File: src/rtl/multiplier.sv
// Sequential radix-2 shift-add unsigned multiplier.
// One operand pair is accepted per operation; the result appears after a fixed
// WIDTH-cycle RUN phase, independent of operand values. A start seen in the
// DONE cycle chains the next operation with no idle gap.
module multiplier #(
  parameter int WIDTH = 32
) (
  input  logic                 ck,
  input  logic                 rst_n,
  input  logic [WIDTH-1:0]     A,
  input  logic [WIDTH-1:0]     B,
  input  logic                 start,
  output logic [2*WIDTH-1:0]   P,
  output logic                 busy,
  output logic                 finished
);

  // Iteration counter width: enough to hold WIDTH-1 with one bit of headroom.
  localparam int CW = $clog2(WIDTH) + 1;

  typedef enum logic [1:0] {
    IDLE = 2'd0,
    RUN  = 2'd1,
    DONE = 2'd2
  } state_t;

  state_t             state_q, state_d;
  logic [WIDTH-1:0]   mcand_q, mcand_d;   // latched multiplicand
  logic [WIDTH-1:0]   mplr_q,  mplr_d;    // multiplier, shifted out LSB first; fills with product low bits
  logic [WIDTH:0]     acc_q,   acc_d;     // upper product half plus carry bit
  logic [CW-1:0]      cnt_q,   cnt_d;
  logic [2*WIDTH-1:0] p_q,     p_d;
  logic               busy_q,  busy_d;
  logic               fin_q,   fin_d;
  logic [WIDTH:0]     sum_s;

  // Conditional add of the multiplicand into the upper half, carry retained.
  always_comb begin
    if (mplr_q[0]) begin
      sum_s = acc_q + {1'b0, mcand_q};
    end else begin
      sum_s = acc_q;
    end
  end

  // Next-state, datapath and registered-output logic.
  always_comb begin
    state_d = state_q;
    mcand_d = mcand_q;
    mplr_d  = mplr_q;
    acc_d   = acc_q;
    cnt_d   = cnt_q;
    p_d     = p_q;
    busy_d  = 1'b0;
    fin_d   = 1'b0;
    case (state_q)
      IDLE: begin
        if (start) begin
          mcand_d = A;
          mplr_d  = B;
          acc_d   = {(WIDTH+1){1'b0}};
          cnt_d   = {CW{1'b0}};
          busy_d  = 1'b1;
          state_d = RUN;
        end else begin
          state_d = IDLE;
        end
      end
      RUN: begin
        // Shift {carry, acc, multiplier} right by one after the add.
        acc_d  = {1'b0, sum_s[WIDTH:1]};
        mplr_d = {sum_s[0], mplr_q[WIDTH-1:1]};
        cnt_d  = cnt_q + {{(CW-1){1'b0}}, 1'b1};
        if (cnt_q == CW'(WIDTH - 1)) begin
          // Last iteration: capture the fully shifted word straight into P.
          p_d     = {sum_s, mplr_q[WIDTH-1:1]};
          fin_d   = 1'b1;
          busy_d  = 1'b0;
          state_d = DONE;
        end else begin
          busy_d  = 1'b1;
          state_d = RUN;
        end
      end
      DONE: begin
        if (start) begin
          mcand_d = A;
          mplr_d  = B;
          acc_d   = {(WIDTH+1){1'b0}};
          cnt_d   = {CW{1'b0}};
          busy_d  = 1'b1;
          state_d = RUN;
        end else begin
          state_d = IDLE;
        end
      end
      default: begin
        state_d = IDLE;
      end
    endcase
  end

  // State and datapath registers with asynchronous clear.
  always_ff @(posedge ck or negedge rst_n) begin
    if (!rst_n) begin
      state_q <= IDLE;
      mcand_q <= {WIDTH{1'b0}};
      mplr_q  <= {WIDTH{1'b0}};
      acc_q   <= {(WIDTH+1){1'b0}};
      cnt_q   <= {CW{1'b0}};
      p_q     <= {(2*WIDTH){1'b0}};
      busy_q  <= 1'b0;
      fin_q   <= 1'b0;
    end else begin
      state_q <= state_d;
      mcand_q <= mcand_d;
      mplr_q  <= mplr_d;
      acc_q   <= acc_d;
      cnt_q   <= cnt_d;
      p_q     <= p_d;
      busy_q  <= busy_d;
      fin_q   <= fin_d;
    end
  end

  assign P        = p_q;
  assign busy     = busy_q;
  assign finished = fin_q;

endmodule
File: config.mk
export PLATFORM = sky130hd
export DESIGN_NAME = multiplier
export DESIGN_NICKNAME = d
export VERILOG_FILES = /design/src/rtl/multiplier.sv
export SDC_FILE = /design/constraint.sdc
export NUM_CORES = 1
export LEC_CHECK = 0
export ABC_AREA = 1
export CAP_MARGIN = 10
export CORE_MARGIN = 5
export CORE_UTILIZATION = 29
export DETAILED_ROUTE_END_ITERATION = 10
export PLACE_DENSITY = 0.52
export SLEW_MARGIN = 20
export SYNTH_ARGS = -nofsm -noshare
export SYNTH_HDL_FRONTEND = slang
export SYNTH_SLANG_ARGS = --single-unit
File: constraint.sdc
create_clock -name ck -period 2.7 [get_ports ck]
set_input_delay 0.54 -clock ck [delete_from_list [all_inputs] [get_ports ck]]
set_output_delay 0.54 -clock ck [all_outputs]
set_load 0.01 [all_outputs]
# After elaboration in Yosys (flattened, before gate mapping)
# Cells that the tools add are included.
[classes]
n_eq_ne = 4
reduce_logical = 6
muxes = 15
n_addsub = 2
[op_table]
columns = ["operator", "count"]
rows = [
  ["33-bit two-way mux", 2],
  ["33-bit case mux with 2 select lines", 1],
  ["32-bit case mux with 2 select lines", 1],
  ["33-bit by 32-bit adder with 33-bit output", 1],
  ["32-bit two-way mux", 1],
  ["6-bit case mux with 2 select lines", 1],
  ["6-bit by 1-bit adder with 6-bit output, second input constant", 1],
  ["6-bit by 5-bit == test with 1-bit output, second input constant", 1],
  ["6-bit two-way mux", 1],
  ["2-bit AND reduction", 3],
  ["1-bit two-way mux", 5],
  ["2-bit case mux with 2 select lines", 1],
  ["2-bit by 1-bit == test with 1-bit output, second input constant", 1],
  ["2-bit == test, second input constant", 1],
  ["2-bit logical NOT", 1],
  ["2-bit two-way mux", 1],
  ["2-bit by 1-bit != test with 1-bit output, second input constant", 1],
  ["1-bit case mux with 2 select lines", 1],
  ["2-bit nonzero test", 1],
  ["2-bit OR reduction", 1],
]
[word_totals]
out_inout_bits = 66
inputBits = 67
word_cells = 35
reg_bits = 171

# Longest topological paths before layout
# Gate-level depths: netlist of the first run.
[logic_depth]
word_depth = 4
mapped_depth = 13

# Worst setup path before layout of the first run
# Ideal clock, no wire load.
[synth_path]
kind = "reg-to-reg"
startpoint = "reg mcand_q[0]"
endpoint = "reg acc_q[19]"
required_ns = 2.570
path_stages_with_launch = 13
t_arrival_ns = 1.784
synth_period_minus_slack_ns = 1.914
n_path_buf = 0
setup_slack_ns = 0.786
path_cell_list = "dfrtp_1 > ha_1 > fa_1 > nand3_1 > nand3_1 > nand3_1 > nand3_1 > nand2_1 > nand2_1 > nand2_1 > nand3_1 > nand3_1 > o21ai_0"
[synth_between]
elab_chain_cells = 3
[synth_lines]
columns = ["element", "line", "rtl"]
rows = [
  ["from (decl)", "28", "logic [WIDTH-1:0] mcand_q, mcand_d;"],
  ["from (signal assigned)", "107", "mcand_q <= {WIDTH{1'b0}};"],
  ["from (signal assigned)", "116", "mcand_q <= mcand_d;"],
  ["33-bit by 32-bit adder with 33-bit output", "40", "sum_s = acc_q + {1'b0, mcand_q};"],
  ["33-bit two-way mux", "39", "if (mplr_q[0]) begin"],
  ["33-bit case mux with 2 select lines", "56", "case (state_q)"],
  ["to (signal assigned)", "109", "acc_q <= {(WIDTH+1){1'b0}};"],
  ["to (decl)", "30", "logic [WIDTH:0] acc_q, acc_d;"],
]
# Every way passes these cells.
# A chain may end at the register's enable or synchronous reset.

# Final worst setup path of the first run
[layout_path]
startpoint = "reg mcand_q[0]"
endpoint = "reg p_q[59] (netlist: P[59])"
[layout_between]
elab_chain_cells = 2
[layout_lines]
columns = ["element", "line", "rtl"]
rows = [
  ["33-bit by 32-bit adder with 33-bit output", "40", ""],
  ["33-bit two-way mux", "39", ""],
  ["to (signal assigned)", "111", "p_q <= {(2*WIDTH){1'b0}};"],
  ["to (signal assigned)", "120", "p_q <= p_d;"],
  ["to (decl)", "32", "logic [2*WIDTH-1:0] p_q, p_d;"],
]
# Every way passes these cells.

==> flow_summary.ini, run 1 <==
[synth]
yosys.area.top_type = dfrtp_1
seq_area_frac_synth_pct = 45.0
syn-num-nets = 1381
synth.ff_latch_count = 169
ys_warn_count = 0
synth_xor_area_share_pct = 1.30
synth_mux_area_share_pct = 0.120
ys_types = 36
synth-main-ff-cell = dfrtp_1
synth_edf_count = 0
synth_top_family_by_area = simple AND/OR/NAND/NOR gates
netlist.area_leader.share_pct = 45.0
synthCells = 1280
synth-simple-area-share_pct = 29.6
syn-cell-area_sq_mm = 0.00940
ys_async_sr_fraction_pct = 100
synth-adder-area-share_pct = 4.61
postSynthAreaPerCell_sq_um = 7.34
ys_top_cells_by_area = dfrtp_1, nand2_1, inv_1
synth_compound_area_share_pct = 9.69

[layout]
syn_to_final_growth_pct = 25.1
nets = 1498
drive_gt1_share_pct = 5.33
diodes = 0
fin_cells = 1850

[clocking]
cts-root-buf = clkbuf_16
clock_latency_ns = 0.44
cts_hold_buffers = 0
cts_setup_buffers = 0
cts_buffers = 17
clkTransAtPathRegs_ns = 0.07
cts_resized = 0
cts_buffer_depth = 2
cts_tree = done
cts_max_level = 4
cts.sinks = 169

[placement]
dp_cells = 1820
globalplace.congestion = 0.894
post-dp-hpwl_mm = 20.6
io_buffer_count = 132

[power]
peakVddDrop_mv = 0.577
p_per_area_mw_per_mm2 = 1390
p_leak_uw = 0.00608
total_power_uw = 16400

[routing]
via_per_inst = 4.47
routedWlPerCell_microns = 15.1
drt_iter0_drc = 568
first_pass_iters = 7
routed_wl_mm = 27.9
postRouteAntennaNets = 0
drcViolationCount = 0
vias = 8278

[setup_path]
path_class = flip-flop to flip-flop
critPathSlowestCell = fa_1
cp-start-kind = flip-flop
cp-end-kind = flip-flop
slowest_delay_ns = 0.45
worstPathRequired_ns = 3.02
crit_top_cell = nand3_1
worstPathArrival_ns = 2.54
path_cells = ha_1 > fa_1 > nand3_1 > nand3_1 > nand3_1 > nand3_1 > nand2_1 > nand2_1 > nand2_1 > nand3_1 > nand3_1 > nand2_1
crit_fanout = 4

[sta]
drv_slew = 0
fin_skew_ns = 0.0115
fin_crit_sh_pct = 82.3
finalHoldViolCount = 0
tightestPinTransition_ns = 0.638
fmax_mhz = 450
setup_viol = 0
rsz0062_at_grt = false
slew_headroom_pct = 57.4
fin_crit_ns = 2.22
fin_tns_setup_ns = 0

[die]
fp.coreArea_sq_mm = 0.0323
pin_count = 133
rows = 66
dieArea_sq_mm = 0.0361
die_x_microns = 190
die_height_microns = 190
initial_core_util_pct = 29.1

[global_route]
grt_overflow = 0
antenna_found_initial = 2
grt_pass1_wl_mm = 45.0
first_global_vias = 8242
grt_start_max_net_pins = 105
grt_use_total_pct = 15.7

[job]
maxCapViolCount = 0

[outcome]
outcome = finished, final reports clean

[min_path]
hold_class = input port to asynchronous set/reset pin
## critical path: cells and delay by family (launching register included)
kind,cells,cell delay [ns]
adders and majority gates,2,0.69
DFF,1,0.38
and+or+nand+nor,10,1.05
## metrics by stage
stage	area [sq um]	hold WS, ns	util [%]	setup slack (ns)
detailed placement	11200	0.466	34.7	0.491
finish	11800	0.0708	36.4	0.479
floorplan	9400	0.244	-	0.786
global placement	11200	0.465	34.7	0.532
CTS	11800	0.0919	36.4	0.487
global route	11800	0.116	36.4	0.286
## kinds of logic (layout without fill, tap and decap cells)
kind of cell	Yosys count	in the layout
and+or+nand+nor	684	684
buffers and inverters	220	348
DFF	169	169
AOI/OAI and AO/OA	158	158
adders and majority gates	34	34
xor gates and xnor gates	14	14
muxes	1	1
## where the power goes
part	leakage (uW)	internal (uW)	switching [uW]
Clock	0.000273	1380	1060
Combinational	0.00378	3620	5840
Sequential	0.00203	3740	746
Total	0.00608	8740	7640
## final cells by class
cell class | instances | area, sq um
Clock buffer | 20 | 447
Clock inverter | 10 | 120
Fill cell | 3421 | 20500
Inverter | 173 | 651
Multi-Input combinational cell | 891 | 4270
Sequential cell | 169 | 4230
Tap cell | 442 | 553
Timing Repair Buffer | 145 | 1500
## cell usage in the layout, fill, tap and decap left out, types with 7 or more instances in the layout
cell,count
a21oi_1,22
dfrtp_1,168
o21ai_1,26
nand3_1,97
clkdlybuf4s50_1,131
o22ai_1,7
clkbuf_16,17
o211ai_1,33
ha_1,33
o21ai_0,61
or2_2,16
inv_1,169
nor2_1,44
xnor2_1,10
nand2_1,509
buf_4,7
## synthesized netlist by cell type (2+ instances only)
master	n
nand2_1	509
dfrtp_1	169
inv_1	169
nand3_1	97
o21ai_0	61
nor2_1	44
ha_1	33
o211ai_1	33
o21ai_1	26
a21oi_1	22
clkbuf_1	18
or2_2	16
xnor2_1	10
buf_2	9
buf_1	8
buf_6	7
o22ai_1	7
buf_4	4
nand4_1	4
nor3_1	4
o21ai_2	4
xor2_1	4
inv_2	3
nand2_2	3
o21bai_1	3
nor2_4	2
nor4_1	2
## sequential cells by signal, summed over array words and instances (netlist names)
register / flops
state_q: 2
cnt_q: 6
mplr_q: 32
mcand_q: 32
acc_q: 32
P: 64
finished: 1
## final timing paths
kind / startpoint / endpoint / slack, ns / depth (start not counted)
max in group asynchronous: rst_n / P[1] / 1.89 / 2
min in group ck: P[31] / P[31] / 0.48 / 2
min reg2reg: P[31] / P[31] / 0.48 / 2
min: rst_n / acc_q[19] / 0.07 / 1
max: mcand_q[0] / P[59] / 0.48 / 12
max reg2reg: mcand_q[0] / P[59] / 0.48 / 12
## per-layer routing
layer / vias up / track usage [%] / routed length (microns)
met5: - / 0 / 27
met4: 4 / 4.79 / 580
met1: 3830 / 22.4 / 13700
met2: 173 / 24.3 / 12400
li1: 4238 / - / -
met3: 33 / 3.16 / 1180
Power figures use the tool's default switching activity.
==> run 2, diff against run 1 <==
PLACE_DENSITY = 0.53   (was 0.52)
clock period = 1.9 ns   (was 2.7 ns; I/O delays follow)
==> run 2 against run 1 <==
The run now ends with setup timing left; clock skew rose by 0.00075 ns; sequential share of layout area fell by 4.4 points; largest power group unchanged; largest cell class unchanged; maximum frequency rose by 14%; die area did not move; critical path type unchanged; clock power rose by 50%; cell area rose by 14%; sequential power rose by 46%; global-route usage rose by 0.62 points.
==> flow_summary.ini, run 2 (synthesis results as in run 1) <==
[sta]
setup_viol = 15
drv_slew = 0
tightestPinTransition_ns = 0.794
fmax_mhz = 514
fin_crit_sh_pct = 102
fin_tns_setup_ns = -0.281
finalHoldViolCount = 0
setup_slack_ns = -0.0462
fin_crit_ns = 1.95
rsz0062_at_grt = true
fin_skew_ns = 0.0122
slew_headroom_pct = 47.0
hold_slack_ns = 0.450

[clocking]
cts_buffers = 17
cts.sinks = 169
clkTransAtPathRegs_ns = 0.07
cts_max_level = 4
cts-root-buf = clkbuf_16
clock_latency_ns = 0.44
cts_tree = done
cts_buffer_depth = 2

[global_route]
antenna_found_initial = 0
grt_start_max_net_pins = 72
grt_pass1_wl_mm = 46.8
grt_overflow = 0
first_global_vias = 8588
grt_use_total_pct = 16.4

[layout]
nets = 1576
largest_register_ffs = 64
design_area_sq_mm = 0.0134
syn_to_final_growth_pct = 42.6
diodes = 0
layout_common_cells = nand2_1, dfrtp_1, inv_1, clkdlybuf4s50_1, buf_4
drive_gt1_share_pct = 22.6
final_common_cell = nand2_1

[die]
fp.coreArea_sq_mm = 0.0323
pin_count = 133
die_x_microns = 190
dieArea_sq_mm = 0.0361
initial_core_util_pct = 29.1
die_height_microns = 190
rows = 66

[routing]
drt_iter0_drc = 571
routed_wl_mm = 30.0
first_pass_iters = 5
via_per_inst = 4.51
drcViolationCount = 0
vias = 8707
routedWlPerCell_microns = 15.6
postRouteAntennaNets = 0

[placement]
globalplace.congestion = 0.892
io_buffer_count = 132
post-dp-hpwl_mm = 21.3
place_area_sq_mm = 0.0117
dp_slack_ns = -0.243

[setup_path]
cp-start-kind = flip-flop
worstPathRequired_ns = 2.23
worstPathArrival_ns = 2.27
path_class = flip-flop to flip-flop
cp-end-kind = flip-flop
crit_fanout = 5

[min_path]
hold_class = input port to asynchronous set/reset pin

[power]
p_leak_uw = 0.00663
p_per_area_mw_per_mm2 = 2100
peakVddDrop_mv = 0.899

[outcome]
violations = setup timing
outcome = complete, but fails checks

[job]
maxCapViolCount = 0
run 2: cell count changes in the layout (fill, tap and decap cells not counted), sizes merged:
cell	before	now
buf	14	89
inv	174	177
clkbuf	20	22
clkinv	5	3
bufinv	2	3
dlygate4sd3	0	1
run 2: final timing paths:
kind,start,end,slack (ns),depth (start not counted)
worst max-delay path,acc_q[7],acc_q[18],-0.05,10
worst min-delay path,rst_n,mcand_q[5],0.45,2
worst max register to register,acc_q[7],acc_q[18],-0.05,10
worst min register to register,P[50],P[50],0.47,2
max in group asynchronous,rst_n,mplr_q[4],0.85,3
min in group ck,A[27],mcand_q[27],0.47,3
run 2: layout make-up:
cell class | instances | area, sq um
clock buffer | 20 | 437
clock inverter | 12 | 165
fill | 3282 | 18900
inverter | 173 | 657
multi-input combinational | 891 | 5200
sequential | 169 | 4230
tap | 442 | 553
timing repair buffer | 223 | 2160
run 2: per-stage QoR:
| stage | cells | util, % | power (uW) |
|---|---|---|---|
| final | 1930 | 41.5 | 28200 |
| after floorplan | 1280 | - | 15500 |
| after detailed placement | 1883 | 36.3 | 21200 |
| after global routing | 1930 | 41.5 | 30700 |
| after global placement | 1883 | 36.3 | 21200 |
| after CTS | 1921 | 40.0 | 26800 |
run 2: per-layer routing:
metal  GRT usage, %  up-vias  wire length [microns]
li1               -     4414                      -
met1           22.6     4123                  14300
met2           26.0      134                  14000
met3           3.06       36                   1070
met4           5.23        0                    698
met5              0        -                      0
run 2: critical path, cell delays in order (launching register included):
cell and delay, ns:
dfrtp_1 0.44, ha_4 0.33, nand2_2 0.12, nor2_4 0.12, nand3_2 0.08, nand3b_1 0.24
nand2_1 0.11, nand3_1 0.11, nand3_2 0.12, nand3_1 0.10, nand2_1 0.05
run 2: power breakdown:
part           total (uW)  internal (uW)  switching [uW]
Clock                3670           2090            1580
Sequential           6570           5330            1240
Combinational       17900           7880           10000
Total               28200          15300           12900
run 2: what timing repair did:
item / 4_1_cts / 5_1_grt
pin swaps: 19 / 36
gates cloned: 0 / 2
hold endpoints to repair: 42 / 0
gates resized for setup: 109 / 110
setup endpoints to repair: 58 / 73
hold buffers: 1 / 0
setup buffers: 5 / 7
